### src/rtl/arg_serializer.sv
// Serialises one signed argument as ASCII: title letter, optional '-', decimal magnitude.
// Optional trailing space after the last digit when ARG_SERIALIZER_SPACE_EN is defined.
module arg_serializer #(
  parameter int NUM_BITS = 16
) (
  input  logic                       clk,
  input  logic                       reset,
  input  logic                       clk_en,
  input  logic                       trigger,
  input  logic [7:0]                 arg_title,
  input  logic signed [NUM_BITS-1:0] num,
  input  logic                       is_full,
  input  logic                       wr_done,
  output logic [7:0]                 char_out,
  output logic                       wr_trigger,
  output logic                       rdy,
  output logic                       done
);

  localparam int ND = (3 * NUM_BITS + 9) / 10;
  localparam int BW = 4 * ND;
  localparam int CW = $clog2(NUM_BITS + 1);
  localparam int DW = $clog2(ND);

  typedef enum logic [2:0] {IDLE, CONVERT, EMIT, WAIT_WR, FINISH} state_t;
  typedef enum logic [1:0] {SEL_TITLE, SEL_SIGN, SEL_DIGIT, SEL_SPACE} sel_t;

  state_t              state_q, state_d;
  sel_t                sel_q, sel_d;
  logic [7:0]          title_q, title_d;
  logic                neg_q, neg_d;
  logic [NUM_BITS-1:0] mag_q, mag_d;
  logic [BW-1:0]       bcd_q, bcd_d;
  logic [CW-1:0]       cnt_q, cnt_d;
  logic [DW-1:0]       msd_q, msd_d;
  logic [DW-1:0]       dig_q, dig_d;
  logic [7:0]          char_q, char_d;
  logic                wrt_q, wrt_d;
  logic [7:0]          cur_char;

  function automatic logic [BW-1:0] dabble_step(input logic [BW-1:0] b, input logic in_bit);
    logic [BW-1:0] a;
    a = b;
    for (int i = 0; i < ND; i++) begin
      if (a[4*i +: 4] >= 4'd5) a[4*i +: 4] = a[4*i +: 4] + 4'd3;
    end
    return {a[BW-2:0], in_bit};
  endfunction

  // Highest non-zero digit; an all-zero value resolves to digit 0 so '0' is still printed.
  function automatic logic [DW-1:0] msd_index(input logic [BW-1:0] b);
    logic [DW-1:0] m;
    m = '0;
    for (int i = 0; i < ND; i++) begin
      if (b[4*i +: 4] != 4'd0) m = DW'(i);
    end
    return m;
  endfunction

  always_comb begin
    cur_char = title_q;
    case (sel_q)
      SEL_TITLE: cur_char = title_q;
      SEL_SIGN:  cur_char = 8'h2D;
      SEL_DIGIT: cur_char = {4'h3, bcd_q[4*dig_q +: 4]};
      SEL_SPACE: cur_char = 8'h20;
      default:   cur_char = title_q;
    endcase
  end

  always_comb begin
    state_d = state_q;
    sel_d   = sel_q;
    title_d = title_q;
    neg_d   = neg_q;
    mag_d   = mag_q;
    bcd_d   = bcd_q;
    cnt_d   = cnt_q;
    msd_d   = msd_q;
    dig_d   = dig_q;
    char_d  = char_q;
    wrt_d   = 1'b0;
    case (state_q)
      IDLE: begin
        if (trigger) begin
          title_d = arg_title;
          neg_d   = num[NUM_BITS-1];
          mag_d   = num[NUM_BITS-1] ? -num : num;
          bcd_d   = '0;
          cnt_d   = '0;
          state_d = CONVERT;
        end
      end
      CONVERT: begin
        bcd_d = dabble_step(bcd_q, mag_q[NUM_BITS-1]);
        mag_d = {mag_q[NUM_BITS-2:0], 1'b0};
        cnt_d = cnt_q + 1'b1;
        if (cnt_q == CW'(NUM_BITS - 1)) begin
          msd_d   = msd_index(bcd_d);
          sel_d   = SEL_TITLE;
          dig_d   = '0;
          state_d = EMIT;
        end
      end
      EMIT: begin
        // Request is registered so char_out and wr_trigger rise together.
        if (!is_full) begin
          wrt_d   = 1'b1;
          char_d  = cur_char;
          state_d = WAIT_WR;
        end
      end
      WAIT_WR: begin
        if (wr_done) begin
          state_d = EMIT;
          case (sel_q)
            SEL_TITLE: begin
              sel_d = neg_q ? SEL_SIGN : SEL_DIGIT;
              dig_d = msd_q;
            end
            SEL_SIGN: begin
              sel_d = SEL_DIGIT;
              dig_d = msd_q;
            end
            SEL_DIGIT: begin
              if (dig_q == '0) begin
`ifdef ARG_SERIALIZER_SPACE_EN
                sel_d = SEL_SPACE;
`else
                state_d = FINISH;
`endif
              end else begin
                dig_d = dig_q - 1'b1;
              end
            end
            default: state_d = FINISH;
          endcase
        end
      end
      FINISH:  state_d = IDLE;
      default: state_d = IDLE;
    endcase
  end

  always_ff @(posedge clk or posedge reset) begin
    if (reset) begin
      state_q <= IDLE;
      sel_q   <= SEL_TITLE;
      title_q <= '0;
      neg_q   <= 1'b0;
      mag_q   <= '0;
      bcd_q   <= '0;
      cnt_q   <= '0;
      msd_q   <= '0;
      dig_q   <= '0;
      char_q  <= '0;
      wrt_q   <= 1'b0;
    end else if (clk_en) begin
      state_q <= state_d;
      sel_q   <= sel_d;
      title_q <= title_d;
      neg_q   <= neg_d;
      mag_q   <= mag_d;
      bcd_q   <= bcd_d;
      cnt_q   <= cnt_d;
      msd_q   <= msd_d;
      dig_q   <= dig_d;
      char_q  <= char_d;
      wrt_q   <= wrt_d;
    end
  end

  assign char_out   = char_q;
  assign wr_trigger = wrt_q & clk_en;
  assign done       = (state_q == FINISH) & clk_en;
  assign rdy        = (state_q == IDLE);

endmodule

### config.mk
export PLATFORM = sky130hd
export DESIGN_NAME = arg_serializer
export DESIGN_NICKNAME = d
export VERILOG_FILES = /design/src/rtl/arg_serializer.sv
export SDC_FILE = /design/constraint.sdc
export NUM_CORES = 1
export LEC_CHECK = 0
export ABC_AREA = 1
export BUFFER_PORTS_ARGS = -buffer_cell sky130_fd_sc_hd__buf_2
export CAP_MARGIN = 10
export CORE_MARGIN = 2
export CORE_UTILIZATION = 60
export DETAILED_ROUTE_END_ITERATION = 8
export GPL_TIMING_DRIVEN = 1
export MAX_ROUTING_LAYER = met4
export PLACE_DENSITY = 0.9
export SLEW_MARGIN = 5
export SYNTH_ARGS = -nofsm -noshare
export SYNTH_HDL_FRONTEND = slang
export SYNTH_SLANG_ARGS = --single-unit
### constraint.sdc
create_clock -name clk -period 2.5 [get_ports clk]
set_input_delay 0 -clock clk [delete_from_list [all_inputs] [get_ports clk]]
set_output_delay 0 -clock clk [all_outputs]
set_load 0.1 [all_outputs]
# [Word level (Yosys, flattened, before mapping)]
# Index checks and enable logic that the tools add are counted.
[classes] add_sub_neg=8 n_lt_le_gt_ge=5 eq_ne=15 shifts=1 mux=41 bitwise_logic=3 n_reduce_logical=17
[op_table] cell="$pmux 20 s2" count=1
[op_table] cell="$mux 3" count=13
[op_table] cell="$mux 16" count=2
[op_table] cell="$mux 4" count=8
[op_table] cell="$pmux 16 s2" count=1
[op_table] cell="$pmux 8 s4" count=1
[op_table] cell="$ge 4x3->1 const B" count=5
[op_table] cell="$mux 20" count=1
[op_table] cell="$shiftx 20x6->4" count=1
[op_table] cell="$pmux 3 s2" count=3
[op_table] cell="$add 4x2->4 const B" count=4
[op_table] cell="$neg 16->16" count=1
[op_table] cell="$reduce_bool 4->1" count=4
[op_table] cell="$pmux 3 s4" count=1
[op_table] cell="$reduce_and 3->1" count=4
[op_table] cell="$pmux 5 s2" count=1
[op_table] cell="$reduce_and 5->1" count=2
[op_table] cell="$ne 2x2->1 const B" count=4
[op_table] cell="$pmux 2 s2" count=2
[op_table] cell="$eq 3x2->1 const B" count=2
[op_table] cell="$logic_not 3->1" count=2
[op_table] cell="$mux 2" count=3
[op_table] cell="$ne 3x3->1 const B" count=2
[op_table] cell="$reduce_and 6->1" count=1
[op_table] cell="16 further kinds" count=21
[word_totals] regBits=70 inputBits=30 output_inout_bits=11

# [Longest topological paths before layout]
# Gate-level depths: netlist of the first run.
[logic_depth] word_depth=8 mapped_depth=13

# [Worst setup path after synthesis of the first run]
# No wires, ideal clock.
[synth_path] path_kind="register to output" start="reg state_q[1]" end="out done" arrival_time_ns=1.845 required_time_ns=2.500 slack_ns=0.655 stages_incl_launch_ff=4 n_path_buf=0 cell_sequence="dfrtp_1 -> inv_1 -> nand3_1 -> nor2_1"
[synth_via] elab_chain_len=2
[synth_lines] item="start: declaration" line_no="28" text="state_t state_q, state_d;"
[synth_lines] item="start signal: assignment" line_no="159" text="state_q <= state_d;"
[synth_lines] item="$eq 3x3->1" line_no="175" text="assign done = (state_q == FINISH) & clk_en;"
[synth_lines] item="$and 1x1->1" line_no="175"
[synth_lines] item="end: declaration" line_no="17" text="output logic done"
# No other way between the ends.

# [Worst setup path in the final report of the first run]
[layout_path] start="reg state_q[0]" end="reg bcd_q[8]"
[layout_via] elab_chain_len=3 word_cells_on_any_way=6 classes_between="2 x eq/ne; 1 x mux; 3 x reduce/logical"
[layout_lines] item="$eq 3x1->1 or $logic_not 3->1 (tied branches)" line_no="83" text="case (state_q)"
[layout_lines] item="$reduce_bool 2->1 (no source line) or $ne 2x2->1 (tied branches)"
[layout_lines] item="$reduce_and 3->1 (no source line)"
[layout_lines] item="end signal: assignment" line_no="152" text="bcd_q <= '0;"
[layout_lines] item="end signal: assignment" line_no="164" text="bcd_q <= bcd_d;"
[layout_lines] item="end: declaration" line_no="33" text="logic [BW-1:0] bcd_q, bcd_d;"
# Several ways; a longest one is shown, not always the timed one.
# A chain may end at the register's enable or synchronous reset.

==> results of run 1 <==
## timing repair
action / CTS / global route
hold endpoints to repair: 45 / 0
buffers inserted: 0 / 0
hold buffers: 14 / 0
## registers in the layout, summed over array words and instances (netlist names)
signal    flops
dig_q         3
neg_q         1
state_q       3
title_q       8
wrt_q         1
bcd_q        20
mag_q        16
cnt_q         5
char_out      8
sel_q         2
msd_q         3
## kinds of logic (layout without fill, tap and decap cells)
| group | count (synthesis) | in the layout | synth area share, % |
|---|---|---|---|
| AO/OA/AOI/OAI | 114 | 114 | 15.1 |
| buffers and inverters | 91 | 149 | 8.88 |
| adder cells (fa/ha/maj) | 15 | 15 | 4.49 |
| XOR/XNOR | 7 | 7 | 1.47 |
| flip-flops | 70 | 70 | 41.9 |
| AND/OR/NAND/NOR | 276 | 276 | 28.2 |
## how the worst max path moves through the flow
stage	from	endpoint	slack, ns	cells past startpoint
global placement	state_q[0]	bcd_q[16]	0.54	8
global route	state_q[0]	bcd_q[8]	0.16	8
floorplan	state_q[1]	done	0.66	3
CTS	state_q[0]	bcd_q[8]	0.38	8
finish	state_q[0]	bcd_q[8]	0.35	8
detailed placement	state_q[0]	bcd_q[8]	0.41	8
## placed cells by master, fill, tap and decap left out, types with 3 or more instances in the layout
cell	instances
nand2_1	172
inv_1	73
dfrtp_1	70
o21ai_0	49
nor2_1	45
buf_2	40
nand3_1	39
a21oi_1	28
ha_1	15
o22ai_1	14
dlygate4sd3_1	14
clkbuf_8	9
o211ai_1	8
xor2_1	7
o21ai_1	6
nand4_1	4
nand3b_1	4
nor2_4	3
inv_2	3
## routing by layer
layer  vias to the layer above  wire length, um  track usage [%]
met3                        31              501             4.08
li1                       1964                -                -
met2                       159             5080             47.3
met1                      1874             4280             37.4
met5                         -                0                -
met4                         0              279             10.9
## worst max-delay path, cell delays in order, from the launching register on
cell and delay, ns:
dfrtp_1 0.42, inv_1 0.16, nor2_4 0.06, nand2_4 0.21, nor2_8 0.10, nor2_4 0.42
inv_2 0.22, buf_4 0.26, o21ai_0 0.19
## power breakdown
group          leakage [nW]  switching (mW)  internal, mW
clock                 0.106           0.468         0.565
combinational          1.52            2.26         0.877
sequential            0.897           0.351          1.59
total                  2.52            3.08          3.04
## metrics by stage
| step | setup slack (ns) | power, mW |
|---|---|---|
| after floorplan | 0.655 | 4.34 |
| after CTS | 0.384 | 6.04 |
| after global routing | 0.165 | 6.56 |
| final | 0.346 | 6.11 |
| after detailed placement | 0.406 | 4.98 |
| after global placement | 0.538 | 4.81 |
## final cells by class
cell class / count / area, um2 / area share [%]
multi-input combinational: 412 / 2060 / 43.0
sequential: 70 / 1750 / 36.5
timing repair buffer: 57 / 375 / 7.83
inverter: 76 / 285 / 5.95
clock buffer: 9 / 124 / 2.58
tap: 80 / 100 / 2.09
clock inverter: 7 / 97.6 / 2.04
==> qor.yml, run 1 <==
status:
  status: "completed"
worst_setup_path:
  endpoint_kind: "flop"
  r2r_cells: 8
  r2r_end: "bcd_q[8]"
  crit_type: "reg -> reg"
  r2r_start: "state_q[0]"
  critPathArrivalTime_ns: 2.41
  critPathLaunchType: "flop"
  rrSetupSlack_ns: 0.35
  critPathRequiredTime_ns: 2.76
  cp_max_fo: 25
synthesis:
  synth_area_um2: 4180
  synthTopCellsByCount: "nand2_1 (172), inv_1 (74), dfrtp_1 (70)"
  syn_nets: 618
  synth-main-ff-cell: "dfrtp_1"
  synth.area.top_cells: "dfrtp_1 (42%), nand2_1 (15%), inv_1 (6.6%)"
  synth_seq_cells: 70
  synth.most_common_cell: "nand2_1"
  yosys_warnings: 0
  synth_area_leader_cell: "dfrtp_1"
  ys_seq_area_share_pct: 41.9
  syn_avg_cell_area_um2: 7.30
  synth.top_cell.area_share_pct: 41.9
  netlist_instances: 573
  synth_cell_type_count: 34
  synthArstFlopShare_pct: 100
  synth_edf_count: 0
grt:
  grt_pass1_vias: 3841
  antenna_found_initial: 0
  grt_util_all_layers_pct: 29.2
  grt_max_degree: 39
  grt_pass1_wl_mm: 17.2
  grt_overflow: 0
pwr:
  powerDensity_nw_per_um2: 1280
  ir_worst_vdd_v: 0.000747
  leakagePower_nw: 2.52
hold_path:
  hp-class: "in -> reg"
  hp-start: "num[7]"
  hold_depth: 5
  hold_path_end: "mag_q[7]"
timing:
  period_share_pct: 86.2
  rsz0062_at_grt: "false"
  hold_violations: 0
  setup_tns_ns: 0
  relSlewSlack_pct: 52.4
  hold-worst-slack_ns: 0.0275
  drv_slew: 0
  clock.fmax_mhz: 464
  worst_pin_slew_ns: 0.714
  min_period_ns: 2.15
  setup_viol: 0
  fin_worst_skew_ns: 0.0145
routing:
  drtAntennaViolNets: 0
  vias: 4028
  wl_per_cell_um: 14.3
  totalWireLength_mm: 10.1
  drtIter0Drc: 419
  remaining_drc_errors: 0
  via_per_inst: 5.67
  drtPass1Iterations: 6
finish:
  drive_gt1_share_pct: 11.3
  final_cells: 711
  syn_to_final_growth_pct: 14.6
  diodes: 0
  fillers: 515
  finalNetCount: 671
  finish.instance_area_um2: 4790
  finish.utilization_pct: 71.0
clock_network:
  htreeDepth: 3
  clk_pin_slew_worst_paths_ns: 0.09
  clk_latency_ns: 0.36
  clk_path_buf_depth: 2
  cts_root_buffer: "clkbuf_8"
  clock-sinks: 70
  numCtsBuffers: 9
  cts_tree: "done"
  cts_resized: 0
floorplan:
  core_um2: 6760
  pin_count: 41
  fp.dieH_um: 87.5
  die_w_um: 87.5
  fp-row-count: 30
  start_util_pct: 61.9
  die-area_um2: 7660
placement:
  finalWeightedCongestion: 0.931
  place_area_um2: 4430
  hpwl_mm: 7.01
  port_buffers: 40
  dp_cells: 681
job:
  maxCapViolations: 0
No activity file was read; power rests on OpenSTA's default activity.
==> run 2, diff against run 1 <==
--- a/config.mk
+++ b/config.mk
@@ -13,7 +13,7 @@
 export DETAILED_ROUTE_END_ITERATION = 8
 export GPL_TIMING_DRIVEN = 1
 export MAX_ROUTING_LAYER = met4
-export PLACE_DENSITY = 0.9
+export PLACE_DENSITY = 0.81
 export SLEW_MARGIN = 5
 export SYNTH_ARGS = -nofsm -noshare
 export SYNTH_HDL_FRONTEND = slang
==> run 2 against run 1 <==
Effect of this change: register-to-register slack improved by 0.19 ns; count of clock-buffer cells in the layout unchanged; worst hold slack got worse by 0.0087 ns; largest power group unchanged.
==> qor.yml, run 2 (synthesized netlist as in run 1, its figures left out) <==
floorplan:
  pin_count: 41
  die_w_um: 87.5
  core_um2: 6760
  start_util_pct: 61.9
  fp.dieH_um: 87.5
  die-area_um2: 7660
  fp-row-count: 30
routing:
  via_per_inst: 5.50
  met1_length_mm: 4.27
  wl_per_cell_um: 13.2
  wl_met3_um: 394
  vias: 3911
  drtAntennaViolNets: 0
  top_layer: "met4"
  met2_length_mm: 4.46
  drtPass1Iterations: 5
  remaining_drc_errors: 0
  totalWireLength_mm: 9.35
  drtIter0Drc: 265
finish:
  finalNetCount: 672
  final_cells: 711
  layout_commonest_cell: "nand2_1"
  finish.instance_area_um2: 4770
  largest_reg_flops: 20
  fillers: 572
  top_register: "bcd_q"
  reg_top3: "bcd_q (20), mag_q (16)"
  diodes: 0
  syn_to_final_growth_pct: 14.0
  drive_gt1_share_pct: 11.3
  layout_common_cells: "nand2_1 (172), inv_1 (73), dfrtp_1 (70), o21ai_0 (49), nor2_1 (45)"
clock_network:
  cts_resized: 0
  numCtsBuffers: 9
  clk_latency_ns: 0.35
  clk_pin_slew_worst_paths_ns: 0.08
  hold_buffers: 14
  cts_post_setup_buffers_inserted: 0
  cts_root_buffer: "clkbuf_8"
  htreeDepth: 3
  clk_path_buf_depth: 2
  cts_tree: "done"
  clock-sinks: 70
placement:
  finalWeightedCongestion: 0.889
  hpwl_mm: 6.68
  dp_cells: 682
  port_buffers: 40
  place_area_um2: 4440
  place_ws_ns: 0.569
grt:
  grt_pass1_wl_mm: 16.5
  grt_util_all_layers_pct: 28.2
  grt_pass1_vias: 3771
  antenna_found_initial: 0
  grt_max_degree: 54
  grt_overflow: 0
worst_setup_path:
  crit_type: "reg -> reg"
  critPathRequiredTime_ns: 2.71
  crit_top_cell: "nor2_4"
  crit_path_start: "state_q[2]"
  crit_buf_inv: 2
  cpPeakStageDelay_ns: 0.46
  worstPathCellList: "nor2_2 > nand2_1 > nor2_4 > nor2_4 > inv_2 > buf_4 > o22ai_1"
  cp_max_fo: 17
  crit_slowest_cell: "dfrtp_1"
  critPathArrivalTime_ns: 2.18
  critPathLaunchType: "flop"
  endpoint_kind: "flop"
  r2r_start: "state_q[2]"
  cpLargestDelayFamily: "simple AND/OR/NAND/NOR gates"
timing:
  min_period_ns: 1.96
  period_share_pct: 78.5
  relSlewSlack_pct: 67.4
  setup_slack_ns: 0.539
  hold_violations: 0
  drv_slew: 0
  worst_pin_slew_ns: 0.489
  fin_worst_skew_ns: 0.00943
  setup_viol: 0
  clock.fmax_mhz: 510
  setup_tns_ns: 0
  rsz0062_at_grt: "false"
pwr:
  ir_worst_vdd_v: 0.000797
  powerDensity_nw_per_um2: 1230
  p_total_mw: 5.89
  leakagePower_nw: 2.51
hold_path:
  hp-class: "in -> reg"
  hp-start: "num[7]"
job:
  maxCapViolations: 0
status:
  status: "completed"
## run 2: path summary, 6_finish.rpt
path / endpoint / cells past startpoint / slack, ns
setup / recovery: bcd_q[17] / 7 / 0.54
hold / removal: mag_q[7] / 5 / 0.02
setup reg to reg: bcd_q[17] / 7 / 0.54
hold reg to reg: title_q[4] / 2 / 0.48
max in group asynchronous: bcd_q[8] / 4 / 1.72
min in group asynchronous: wrt_q / 3 / 0.17
## run 2: stage by stage
step	util (%)	hold WS, ns
detailed placement	65.7	0.0114
CTS	70.6	0.00121
global placement	65.7	-0.000183
finish	70.6	0.0188
floorplan	-	0.117
global route	70.6	0.0490
## run 2: worst reg2reg max path, stage by stage (launching register included)
cell     delay (ns)
dfrtp_1        0.46
nor2_2         0.17
nand2_1        0.15
nor2_4         0.33
nor2_4         0.08
inv_2          0.24
buf_4          0.29
o22ai_1        0.11
## run 2: area by class of cell
| class | instances | area [um2] | area share [%] |
|---|---|---|---|
| Clock inverter | 6 | 63.8 | 1.34 |
| Timing Repair Buffer | 58 | 383 | 8.03 |
| Inverter | 76 | 285 | 5.98 |
| Clock buffer | 9 | 124 | 2.60 |
| Tap cell | 80 | 100 | 2.10 |
| Sequential cell | 70 | 1750 | 36.7 |
| Multi-Input combinational cell | 412 | 2060 | 43.2 |
## run 2: layer usage
metal,vias to the layer above,global-route usage (%)
met1,1817,36.9
met2,105,44.0
met5,-,-
met4,0,11.2
li1,1966,-
met3,23,4.64
## run 2: where the power goes
part / switching, mW / internal (mW)
Sequential: 0.336 / 1.60
Clock: 0.453 / 0.453
Combinational: 2.17 / 0.876
